<file path="src/rtl/cs_bus_pkg.sv">
// Shared types and sizing helpers for the 68k bus-cycle sequencer.
// Used by cs_cycle_ctrl and its chipselect decoder.
package cs_bus_pkg;

    typedef enum logic [1:0] {
        IDLE,
        WAIT,
        ACK,
        BERR
    } cs_state_t;

    localparam int CFG_WAIT_W = 4;
    localparam int TIMEOUT_W  = 8;

    typedef struct packed {
        logic [CFG_WAIT_W-1:0] wait_cnt;
        logic                  rdy_mode;
    } cs_cfg_t;

    function automatic int sel_bits(input int n);
        return (n > 1) ? $clog2(n) : 1;
    endfunction

    // Timeout counter is never narrower than TIMEOUT_W bits.
    function automatic int timeout_bits(input int cycles);
        return ($clog2(cycles) > TIMEOUT_W) ? $clog2(cycles) : TIMEOUT_W;
    endfunction

endpackage

</file>
<file path="src/rtl/cs_cycle_ctrl_dec.sv">
// Chipselect decoder: turns a region index (top address bits) into a
// one-hot select vector.
module cs_cycle_ctrl_dec
    import cs_bus_pkg::*;
#(
    parameter int NUM_SELECTS = 8,
    localparam int SB = sel_bits(NUM_SELECTS)
) (
    input  logic [SB-1:0]          idx,
    output logic [NUM_SELECTS-1:0] sel
);

    always_comb begin
        sel      = '0;
        sel[idx] = 1'b1;
    end

endmodule

</file>
<file path="src/rtl/cs_cycle_ctrl.sv">
// Bus-cycle sequencer: chip select, programmable wait states, DTACK.
// Optional bus-error timeout enabled by defining BERR_TIMEOUT_EN.
module cs_cycle_ctrl
    import cs_bus_pkg::*;
#(
    parameter int NUM_SELECTS    = 8,
    parameter int WAIT_W         = 4,
    parameter int DEFAULT_WAIT   = 2,
    parameter int TIMEOUT_CYCLES = 256,
    localparam int SB = sel_bits(NUM_SELECTS)
) (
    input  logic                   clk,
    input  logic                   reset,
    input  logic                   as_n,
    input  logic [31:0]            addr,
    input  logic [NUM_SELECTS-1:0] ext_ready,
    input  logic                   cfg_we,
    input  logic [SB-1:0]          cfg_idx,
    input  logic [WAIT_W-1:0]      cfg_wait,
    input  logic                   cfg_rdy_mode,
    output logic [NUM_SELECTS-1:0] chipselects,
    output logic                   dtack_n,
    output logic                   berr_n,
    output logic                   busy
);

    cs_state_t               state;
    logic [SB-1:0]           idx;
    logic [WAIT_W-1:0]       wcnt;
    logic                    rdy;
    logic                    as_q;
    logic [WAIT_W-1:0]       wait_cfg [NUM_SELECTS];
    logic [NUM_SELECTS-1:0]  rdy_cfg;
    logic [SB-1:0]           start_idx;
    logic [NUM_SELECTS-1:0]  start_sel;
    logic                    unused_addr;
    logic                    done;

    assign start_idx   = addr[31 -: SB];
    assign unused_addr = ^addr[31-SB:0];
    assign done        = (wcnt == '0) && (!rdy || ext_ready[idx]);

    cs_cycle_ctrl_dec #(
        .NUM_SELECTS(NUM_SELECTS)
    ) u_dec (
        .idx(start_idx),
        .sel(start_sel)
    );

    // Config writes land on the edge; a cycle starting on the same
    // edge still captures the previous value.
    always_ff @(posedge clk or posedge reset) begin
        if (reset) begin
            for (int i = 0; i < NUM_SELECTS; i++)
                wait_cfg[i] <= WAIT_W'(DEFAULT_WAIT);
            rdy_cfg <= '0;
        end else if (cfg_we) begin
            wait_cfg[cfg_idx] <= cfg_wait;
            rdy_cfg[cfg_idx]  <= cfg_rdy_mode;
        end
    end

`ifdef BERR_TIMEOUT_EN
    localparam int TW = timeout_bits(TIMEOUT_CYCLES);
    logic [TW-1:0] tcnt;
    logic          berr_q;

    assign berr_n = berr_q;
`else
    assign berr_n = 1'b1;
`endif

    // A new cycle needs as_n seen high on the previous edge, so a strobe
    // held low across the end of a cycle never restarts it.
    always_ff @(posedge clk or posedge reset) begin
        if (reset) begin
            state       <= IDLE;
            idx         <= '0;
            wcnt        <= '0;
            rdy         <= 1'b0;
            as_q        <= 1'b0;
            chipselects <= '0;
            dtack_n     <= 1'b1;
            busy        <= 1'b0;
`ifdef BERR_TIMEOUT_EN
            tcnt        <= '0;
            berr_q      <= 1'b1;
`endif
        end else begin
            as_q <= as_n;
            unique case (state)
                IDLE: begin
                    if (!as_n && as_q) begin
                        state       <= WAIT;
                        idx         <= start_idx;
                        wcnt        <= wait_cfg[start_idx];
                        rdy         <= rdy_cfg[start_idx];
                        chipselects <= start_sel;
                        busy        <= 1'b1;
`ifdef BERR_TIMEOUT_EN
                        tcnt        <= '0;
`endif
                    end
                end
                WAIT: begin
                    if (as_n) begin
                        state       <= IDLE;
                        chipselects <= '0;
                        busy        <= 1'b0;
                    end else if (done) begin
                        state   <= ACK;
                        dtack_n <= 1'b0;
`ifdef BERR_TIMEOUT_EN
                    end else if (tcnt == TW'(TIMEOUT_CYCLES - 1)) begin
                        state  <= BERR;
                        berr_q <= 1'b0;
`endif
                    end else begin
                        if (wcnt != '0)
                            wcnt <= wcnt - 1'b1;
`ifdef BERR_TIMEOUT_EN
                        tcnt <= tcnt + 1'b1;
`endif
                    end
                end
                ACK: begin
                    if (as_n) begin
                        state       <= IDLE;
                        chipselects <= '0;
                        dtack_n     <= 1'b1;
                        busy        <= 1'b0;
                    end
                end
                BERR: begin
                    if (as_n) begin
                        state       <= IDLE;
                        chipselects <= '0;
                        busy        <= 1'b0;
`ifdef BERR_TIMEOUT_EN
                        berr_q      <= 1'b1;
`endif
                    end
                end
                default: state <= IDLE;
            endcase
        end
    end

endmodule

</file>
<file path="config.mk">
export PLATFORM = sky130hd
export DESIGN_NAME = cs_cycle_ctrl
export DESIGN_NICKNAME = d
export VERILOG_FILES = /design/src/rtl/cs_bus_pkg.sv /design/src/rtl/cs_cycle_ctrl_dec.sv /design/src/rtl/cs_cycle_ctrl.sv
export SDC_FILE = /design/constraint.sdc
export NUM_CORES = 1
export LEC_CHECK = 0
export BUFFER_PORTS_ARGS = -buffer_cell sky130_fd_sc_hd__buf_2
export CORE_ASPECT_RATIO = 0.75
export CORE_MARGIN = 1
export CORE_UTILIZATION = 40
export CTS_CLUSTER_SIZE = 14
export DETAILED_ROUTE_END_ITERATION = 8
export SYNTH_ARGS = -nofsm -noshare
export SYNTH_HDL_FRONTEND = slang
export SYNTH_SLANG_ARGS = --single-unit
</file>
<file path="constraint.sdc">
create_clock -name clk -period 2.2 [get_ports clk]
set_input_delay 0.22 -clock clk [delete_from_list [all_inputs] [get_ports clk]]
set_output_delay 0.22 -clock clk [all_outputs]
set_load 0.005 [all_outputs]
</file>
# Word-level counts from Yosys, hierarchy flattened
# Cells that the tools add are included.
# Widths: inputs -> output; s select.
[classes]
addsub = 1
n_mul = 0
div = 0
n_lt_le_gt_ge = 8
n_eq_ne = 12
shifts = 0
mux = 35
n_bitwise = 2
reduce_logical = 20
[op_table]
columns = ["cell", "n"]
rows = [
  ["$bwmux 32", 1],
  ["$mux 4", 7],
  ["$mux 8", 2],
  ["$pmux 8 s2", 1],
  ["$bmux 4 s3", 1],
  ["$demux 4 s3", 1],
  ["$lt 3x4->1 const B", 3],
  ["$ne 2x2->1 const B", 6],
  ["$mux 1", 9],
  ["$bwmux 8", 1],
  ["$ge 4x4->1 const B", 2],
  ["$mux 2", 4],
  ["$not 3->4", 2],
  ["$pmux 4 s2", 1],
  ["$bmux 1 s3", 2],
  ["$demux 1 s3", 2],
  ["$ge 3x1->1 const B", 2],
  ["$pmux 2 s3", 1],
  ["$logic_and 1x1->1", 5],
  ["$reduce_and 5->1", 1],
  ["$eq 2x2->1 const B", 2],
  ["$logic_not 4->1", 1],
  ["$lt 4x1->1 const B", 1],
  ["$ne 2x1->1 const B", 2],
  ["other kinds (14)", 18],
]
[totals]
ff_bits = 61
latchBits = 0
mem_bits_rw = 0
romBits = 0
in_bits = 52
output_inout_bits = 11
elab_cells = 95
n_memories = 0

# Longest topological paths before layout
# Gate-level depths: netlist of run 1.
[logic_depth]
word_depth = 7
ltp_mapped = 6
depth_no_buf = 6

# By module
# From an unflattened synthesis of run 1, not the netlist that was laid out.
[unflattened]
hier_cells = 199
hier_area_um2 = 2901.5
[modules_own_cells]
columns = ["mod", "n_inst", "cells_each", "area_each_um2", "seq_area_each_um2"]
rows = [
  ["cs_cycle_ctrl", 1, 191, 2836.5, 1537.7],
  ["cs_cycle_ctrl_dec", 1, 8, 65.1, 0.0],
]

# Least setup slack after synthesis of run 1
# Ideal clock, no wire load.
[synth_path]
kind = "flip-flop to flip-flop"
startpoint = "register wcnt[0]"
endpoint = "register wcnt[2]"
arrival_ps = 1672
required_time_ps = 2089
path_slack_ps = 416
path_stages_with_launch = 7
path_buffers = 0
synth_period_minus_slack_ps = 1784
path_cell_list = "dfrtp_1 inv_1 ha_1 nor3b_1 o31ai_4 and4_2 a2111oi_2"
[synth_between]
elab_chain_len = 5
elab_cells_between_ends = 11
classes_between = "1 x add/sub; 2 x eq/ne; 4 x mux; 4 x reduce/logical"
[synth_lines]
columns = ["element", "line_no", "text"]
rows = [
  ["start: declaration", "cs_cycle_ctrl.sv:29", "logic [WAIT_W-1:0] wcnt;"],
  ["start signal: assignment", "cs_cycle_ctrl.sv:96", "wcnt <= wait_cfg[start_idx];"],
  ["start signal: assignment", "cs_cycle_ctrl.sv:120", "wcnt <= wcnt - 1'b1;"],
  ["$sub 4x1->4", "cs_cycle_ctrl.sv:120", ""],
  ["$mux 4", "cs_cycle_ctrl.sv:119", "if (wcnt != '0)"],
  ["$mux 4", "cs_cycle_ctrl.sv:110", "end else if (done) begin"],
  ["$mux 4", "cs_cycle_ctrl.sv:106", "if (as_n) begin"],
  ["$pmux 4 s2", "cs_cycle_ctrl.sv:91", "unique case (state)"],
]
# Several ways; a longest one is shown, not always the timed one. The select of a mux whose other input is x is not followed.
# A chain may end at the register's enable or synchronous reset.

# Worst setup path after layout of run 1
[layout_path]
startpoint = "register state[1]"
endpoint = "register wcnt[2]"
[layout_between]
elab_chain_len = 3
elab_cells_between_ends = 9
classes_between = "5 x eq/ne; 1 x mux; 3 x reduce/logical"
[layout_lines]
columns = ["element", "line_no", "text"]
rows = [
  ["start: declaration", "cs_cycle_ctrl.sv:27", "cs_state_t state;"],
  ["start signal: assignment", "cs_cycle_ctrl.sv:77", "state <= IDLE;"],
  ["start signal: assignment", "cs_cycle_ctrl.sv:94", "state <= WAIT;"],
  ["start signal: assignment", "cs_cycle_ctrl.sv:107", "state <= IDLE;"],
  ["$eq 2x1->1 / $logic_not 2->1 (equally long branches)", "cs_cycle_ctrl.sv:91", ""],
  ["$ne 2x2->1 (no source line) / $reduce_bool 2->1 (equally long branches)", "--", ""],
  ["$reduce_and 5->1 (no source line)", "--", ""],
]
# Several ways; a longest one is shown, not always the timed one.

==> results of run 1 <==
-- final cells by class --
type                            count  area [sq um]
Inverter                            8          30.0
Fill cell                         607          3480
Multi-Input combinational cell    131          1250
Clock inverter                      7           103
Clock buffer                        9           124
Sequential cell                    61          1540
Tap cell                           98           123
Timing Repair Buffer               38           220
-- final timing paths --
check | depth (start not counted) | startpoint | to | slack (ns)
max | 4 | state[1] | wcnt[2] | 0.39
min | 1 | as_n | as_q | 0.10
max reg2reg | 4 | state[1] | wcnt[2] | 0.39
min reg2reg | 1 | chipselects[2] | chipselects[2] | 0.50
max in group asynchronous | 4 | reset | wait_cfg[5] | 1.08
min in group asynchronous | 3 | reset | state[1] | 0.48
-- power by group --
part           internal, mW  switching (mW)  leakage [nW]
registers              1.40           0.141         0.733
clock network         0.653           0.494         0.111
logic                 0.385           0.282         0.629
total                  2.44           0.917          1.47
-- state kept, by name, summed over array words and instances (netlist names) --
register and cells:
dtack_n 1, rdy 1, as_q 1, wcnt 4, state 2, chipselects 8
wait_cfg 32, idx 3, rdy_cfg 8, busy 1
-- layer usage --
layer	global-route usage, %	vias up	share of wire, %
met1	23.5	956	50
li1	-	862	-
met5	0	-	0
met3	5.85	2	4.0
met2	27.0	37	46
met4	4.90	0	0.24
-- kinds of logic (layout without fill, tap and decap cells) --
kind of cell    count (synthesis)  count (layout)
flops                          61              61
mux                            54              54
simple gates                   44              44
compound gates                 31              31
buf+inv                        13              62
fa+ha+maj                       1               1
other cells                     1               1
-- synth_stat cells, drive strengths merged (4+ instances only) --
cell and number:
nor3 4, dfstp 9, buf 4, dfrtp 52, nor2 4, nor2b 4, mux2 42, a21oi 8
inv 8, mux4 10, nand2 15, a22o 8
-- metrics by stage --
step                setup slack, ns  hold WS [ns]  utilization [%]  cell area [sq um]  cells
detailed placement            0.419         0.306             45.9               3150    335
CTS                           0.396        0.0847             49.3               3380    352
finish                        0.394         0.101             49.3               3380    352
global placement              0.416         0.300             45.9               3150    335
floorplan                     0.416         0.251                -               2850    205
global route                  0.306        0.0846             49.3               3380    352
-- worst max-delay path: cells and delay by family (launching register included) --
| kind | cells | cell delay [ns] |
|---|---|---|
| compound gates | 3 | 0.59 |
| flops | 1 | 0.46 |
| simple gates | 1 | 0.65 |
==> impl_metrics.env, run 1 <==
export IMPL_status="finished, final reports clean"
export IMPL_first_iter_violations=56
export IMPL_synth_edff_count=0
export IMPL_cts_resized=0
export IMPL_start_kind="register"
export IMPL_synth_top_family_by_area="multiplexers"
export IMPL_io_buffers=32
export IMPL_yosysSeqAreaShare_pct=54.0
export IMPL_syn_nets=258
export IMPL_n_antenna_cell=0
export IMPL_max_freq_ghz=0.554
export IMPL_cts_root_buf="clkbuf_8"
export IMPL_tritoncts="built"
export IMPL_yosys_area_share_adder_pct=0.439
export IMPL_p_leak_nw=1.47
export IMPL_clock_sinks=61
export IMPL_wl_per_cell_um=16.6
export IMPL_drc=0
export IMPL_cp_arrival_ns=2.04
export IMPL_ant_nets=0
export IMPL_maxSlewViolCount=0
export IMPL_worstPathCellList="or4b_4 -> o31ai_4 -> o21ai_2 -> a2111oi_2"
export IMPL_dr_pass1_iters=4
export IMPL_synthTopCellsByArea="dfrtp_1 46%, mux2_2 17%, dfstp_2 8.3%, mux4_2 6.3%, a22o_1 2.5%"
export IMPL_yosys_area_share_xor_xnor_pct=0
export IMPL_synth_top_cell_by_area="dfrtp_1"
export IMPL_pwr_density_cell_nw_per_um2=992
export IMPL_place_gp_congestion=0.693
export IMPL_drive_above_1_share_pct=48.8
export IMPL_rsz0062_at_grt="false"
export IMPL_avgSynthCellArea_sq_um=13.9
export IMPL_crit_path_end_kind="register"
export IMPL_synthToLayoutAreaGrowth_pct=18.7
export IMPL_power_mw=3.36
export IMPL_grt_pass1_wl_um=9370
export IMPL_cts_buffers=9
export IMPL_ir_drop_mv=0.420
export IMPL_finalSetupViolCount=0
export IMPL_grt_max_degree=38
export IMPL_cts_path_max_buffers=2
export IMPL_yosys_area_share_simple_pct=9.17
export IMPL_fin_crit_sh_pct=82.1
export IMPL_grtUsageTotal_pct=17.4
export IMPL_die_x_um=99.5
export IMPL_start_util_pct=41.5
export IMPL_row_count=26
export IMPL_min_period_ns=1.81
export IMPL_antenna_found_initial=0
export IMPL_cts_setup_buffers=0
export IMPL_final_cell_mix="52 x dfrtp_1, 42 x mux2_2, 32 x buf_2"
export IMPL_synth_cell_types=45
export IMPL_syn_inst=205
export IMPL_holdBufCountCts=1
export IMPL_slowest_stage="or4b_4"
export IMPL_crit_required_ns=2.43
export IMPL_slew_headroom_pct=62.0
export IMPL_hold_path_class="input pin to register"
export IMPL_path_max_fanout=9
export IMPL_via_count=1857
export IMPL_crit_type="register to register"
export IMPL_die_area_sq_um=7470
export IMPL_ys_seq_elements=61
export IMPL_drv_cap=0
export IMPL_async_flop_share_pct=100
export IMPL_netlist_area_sq_um=2850
export IMPL_synth_compound_area_share_pct=8.65
export IMPL_hold_viol=0
export IMPL_detailed_place_hpwl_um=3980
export IMPL_wl_um=5860
export IMPL_tns_ns=0
export IMPL_synthMuxAreaShare_pct=25.4
export IMPL_cts_clk_slew_worst_paths_ns=0.07
export IMPL_layout_commonest_cell="dfrtp_1"
export IMPL_via_per_inst=5.28
export IMPL_h_tree_depth=3
export IMPL_synth_top_cell_area_share_pct=45.7
export IMPL_final_nets=302
export IMPL_critPathMaxStageDelay_ns=0.65
export IMPL_clkLatencyLatePin_ns=0.35
export IMPL_fp_coreArea_sq_um=6860
export IMPL_ioPinCount=63
export IMPL_skew_ns=0.0114
export IMPL_tightest_slew_ns=0.569
export IMPL_grt_ovfl_total=0
export IMPL_grt_pass1_vias=1821
export IMPL_die_h_um=75.1
export IMPL_ys_warn_count=0
export IMPL_ys_flop_type="dfrtp_1"
(Power assumes the default switching activity.)
==> inputs of run 2 (changes only) <==
==> constraint.sdc (replaced) <==
create_clock -name clk -period 1.5 [get_ports clk]
set_input_delay 0.15 -clock clk [delete_from_list [all_inputs] [get_ports clk]]
set_output_delay 0.15 -clock clk [all_outputs]
set_load 0.005 [all_outputs]
==> run 2 against run 1 <==
The flow now finishes with violations (negative setup slack). Cell count is 7.4% higher. Clock skew hardly changed. Non-clock buffer count is 26 higher. Setup slack worse by 0.52 ns. First-iteration DRC count is 34% lower. Critical path type unchanged.
==> impl_metrics.env, run 2 (same netlist as run 1, synthesis figures left out) <==
export IMPL_cts_clk_slew_worst_paths_ns=0.07
export IMPL_crit_path_end_kind="register"
export IMPL_place_gp_congestion=0.733
export IMPL_slew_headroom_pct=65.6
export IMPL_pwr_density_cell_nw_per_um2=1390
export IMPL_fillerInstances=632
export IMPL_path_max_fanout=6
export IMPL_dpl_cell_area_sq_um=3330
export IMPL_row_count=26
export IMPL_fin_crit_sh_pct=108
export IMPL_p_leak_nw=1.62
export IMPL_wl_um=6240
export IMPL_rr_startpoint="state[1]"
export IMPL_cts_root_buf="clkbuf_8"
export IMPL_drive_above_1_share_pct=58.6
export IMPL_tightest_slew_ns=0.515
export IMPL_cp_arrival_ns=1.87
export IMPL_worst_slack_ns=-0.125
export IMPL_status="finished with violations"
export IMPL_skew_ns=0.0113
export IMPL_ir_drop_mv=0.644
export IMPL_h_tree_depth=3
export IMPL_min_from="as_n"
export IMPL_die_area_sq_um=7470
export IMPL_tritoncts="built"
export IMPL_power_mw=5.11
export IMPL_fp_coreArea_sq_um=6860
export IMPL_grtUsageTotal_pct=18.4
export IMPL_synthToLayoutAreaGrowth_pct=29.1
export IMPL_largest_reg_flops=32
export IMPL_clkLatencyLatePin_ns=0.35
export IMPL_clock_sinks=61
export IMPL_die_h_um=75.1
export IMPL_worstPathCellList="or4b_4 -> o31ai_4 -> o21ai_2 -> a2111oi_2"
export IMPL_grt_pass1_vias=1898
export IMPL_rsz0062_at_grt="true"
export IMPL_via_per_inst=5.11
export IMPL_start_kind="register"
export IMPL_antenna_found_initial=0
export IMPL_crit_start="state[1]"
export IMPL_hold_path_class="input pin to register"
export IMPL_drc=0
export IMPL_max_freq_ghz=0.615
export IMPL_critPathMaxStageDelay_ns=0.61
export IMPL_multi_input_area_sq_um=1350
export IMPL_top_regs="wait_cfg (32), chipselects (8), rdy_cfg (8)"
export IMPL_crit_type="register to register"
export IMPL_grt_pass1_wl_um=9870
export IMPL_wl_per_cell_um=16.5
export IMPL_maxSlewViolCount=0
export IMPL_min_period_ns=1.63
export IMPL_final_cell_mix="52 x dfrtp_1, 42 x mux2_2, 32 x buf_2"
export IMPL_layout_commonest_cell="dfrtp_1"
export IMPL_drv_cap=0
export IMPL_final_nets=328
export IMPL_die_x_um=99.5
export IMPL_finalSetupViolCount=10
export IMPL_grt_ovfl_total=0
export IMPL_via_count=1932
export IMPL_slowest_stage="or4b_4"
export IMPL_io_buffers=32
export IMPL_cts_path_max_buffers=2
export IMPL_crit_required_ns=1.74
export IMPL_largest_register="wait_cfg"
export IMPL_grt_max_degree=30
export IMPL_violations="negative setup slack"
export IMPL_cts_buffers=9
export IMPL_tns_ns=-0.662
export IMPL_first_iter_violations=37
export IMPL_n_antenna_cell=0
export IMPL_final_seq_area_sq_um=1540
export IMPL_detailed_place_hpwl_um=4430
export IMPL_start_util_pct=41.5
export IMPL_hold_viol=0
export IMPL_ant_nets=0
export IMPL_fin_area_sq_um=3680
export IMPL_ioPinCount=63
export IMPL_dr_pass1_iters=4
run 2: worst max-delay path: cells and delay by family (launching register included):
| family | cells | cell delay (ns) |
|---|---|---|
| compound gates | 3 | 0.50 |
| flops | 1 | 0.41 |
| simple gates | 1 | 0.61 |
run 2: where the power goes:
| group | internal, mW | leakage [nW] | switching, mW |
|---|---|---|---|
| Combinational | 0.785 | 0.787 | 0.534 |
| Sequential | 2.05 | 0.733 | 0.230 |
| Clock | 0.789 | 0.101 | 0.723 |
| Total | 3.63 | 1.62 | 1.49 |
run 2: final timing paths:
| kind | cells after the start | to | slack, ns |
|---|---|---|---|
| min | 2 | as_q | 0.11 |
| min reg2reg | 1 | chipselects[6] | 0.50 |
| max | 4 | wcnt[2] | -0.13 |
| max in group asynchronous | 4 | idx[0] | 0.60 |
| max reg2reg | 4 | wcnt[2] | -0.13 |
| min in group asynchronous | 3 | busy | 0.35 |
run 2: metrics by stage:
| stage | worst slack (ns) | util, % | cells | hold slack [ns] |
|---|---|---|---|---|
| global placement | -0.154 | 48.5 | 356 | 0.181 |
| global route | -0.212 | 53.6 | 378 | 0.116 |
| CTS | -0.126 | 52.5 | 376 | 0.104 |
| detailed placement | -0.173 | 48.5 | 356 | 0.184 |
| floorplan | -0.136 | - | 205 | 0.181 |
| finish | -0.125 | 53.6 | 378 | 0.115 |
run 2: cell type report:
class,count,share of cell area (%)
Inverter,8,0.918
Multi-Input combinational cell,131,36.7
Clock buffer,9,3.37
Sequential cell,61,41.8
Timing Repair Buffer,64,11.6
Tap cell,98,3.33
Clock inverter,7,2.21
run 2: repair_timing:
action	in CTS	in global routing
gates cloned	0	0
endpoints found under the hold margin	6	0
endpoints found under the setup margin	16	16
pin swaps	2	3
gates resized for setup	11	11
hold buffers	1	0
buffers inserted	3	3
run 2: routing by layer:
| metal | track usage, % | up-vias | share of wire [%] |
|---|---|---|---|
| met4 | 7.68 | 0 | 1.4 |
| met2 | 28.8 | 28 | 47 |
| met1 | 24.8 | 979 | 49 |
| met3 | 4.74 | 12 | 3.2 |
| li1 | - | 913 | - |
| met5 | 0 | - | 0 |
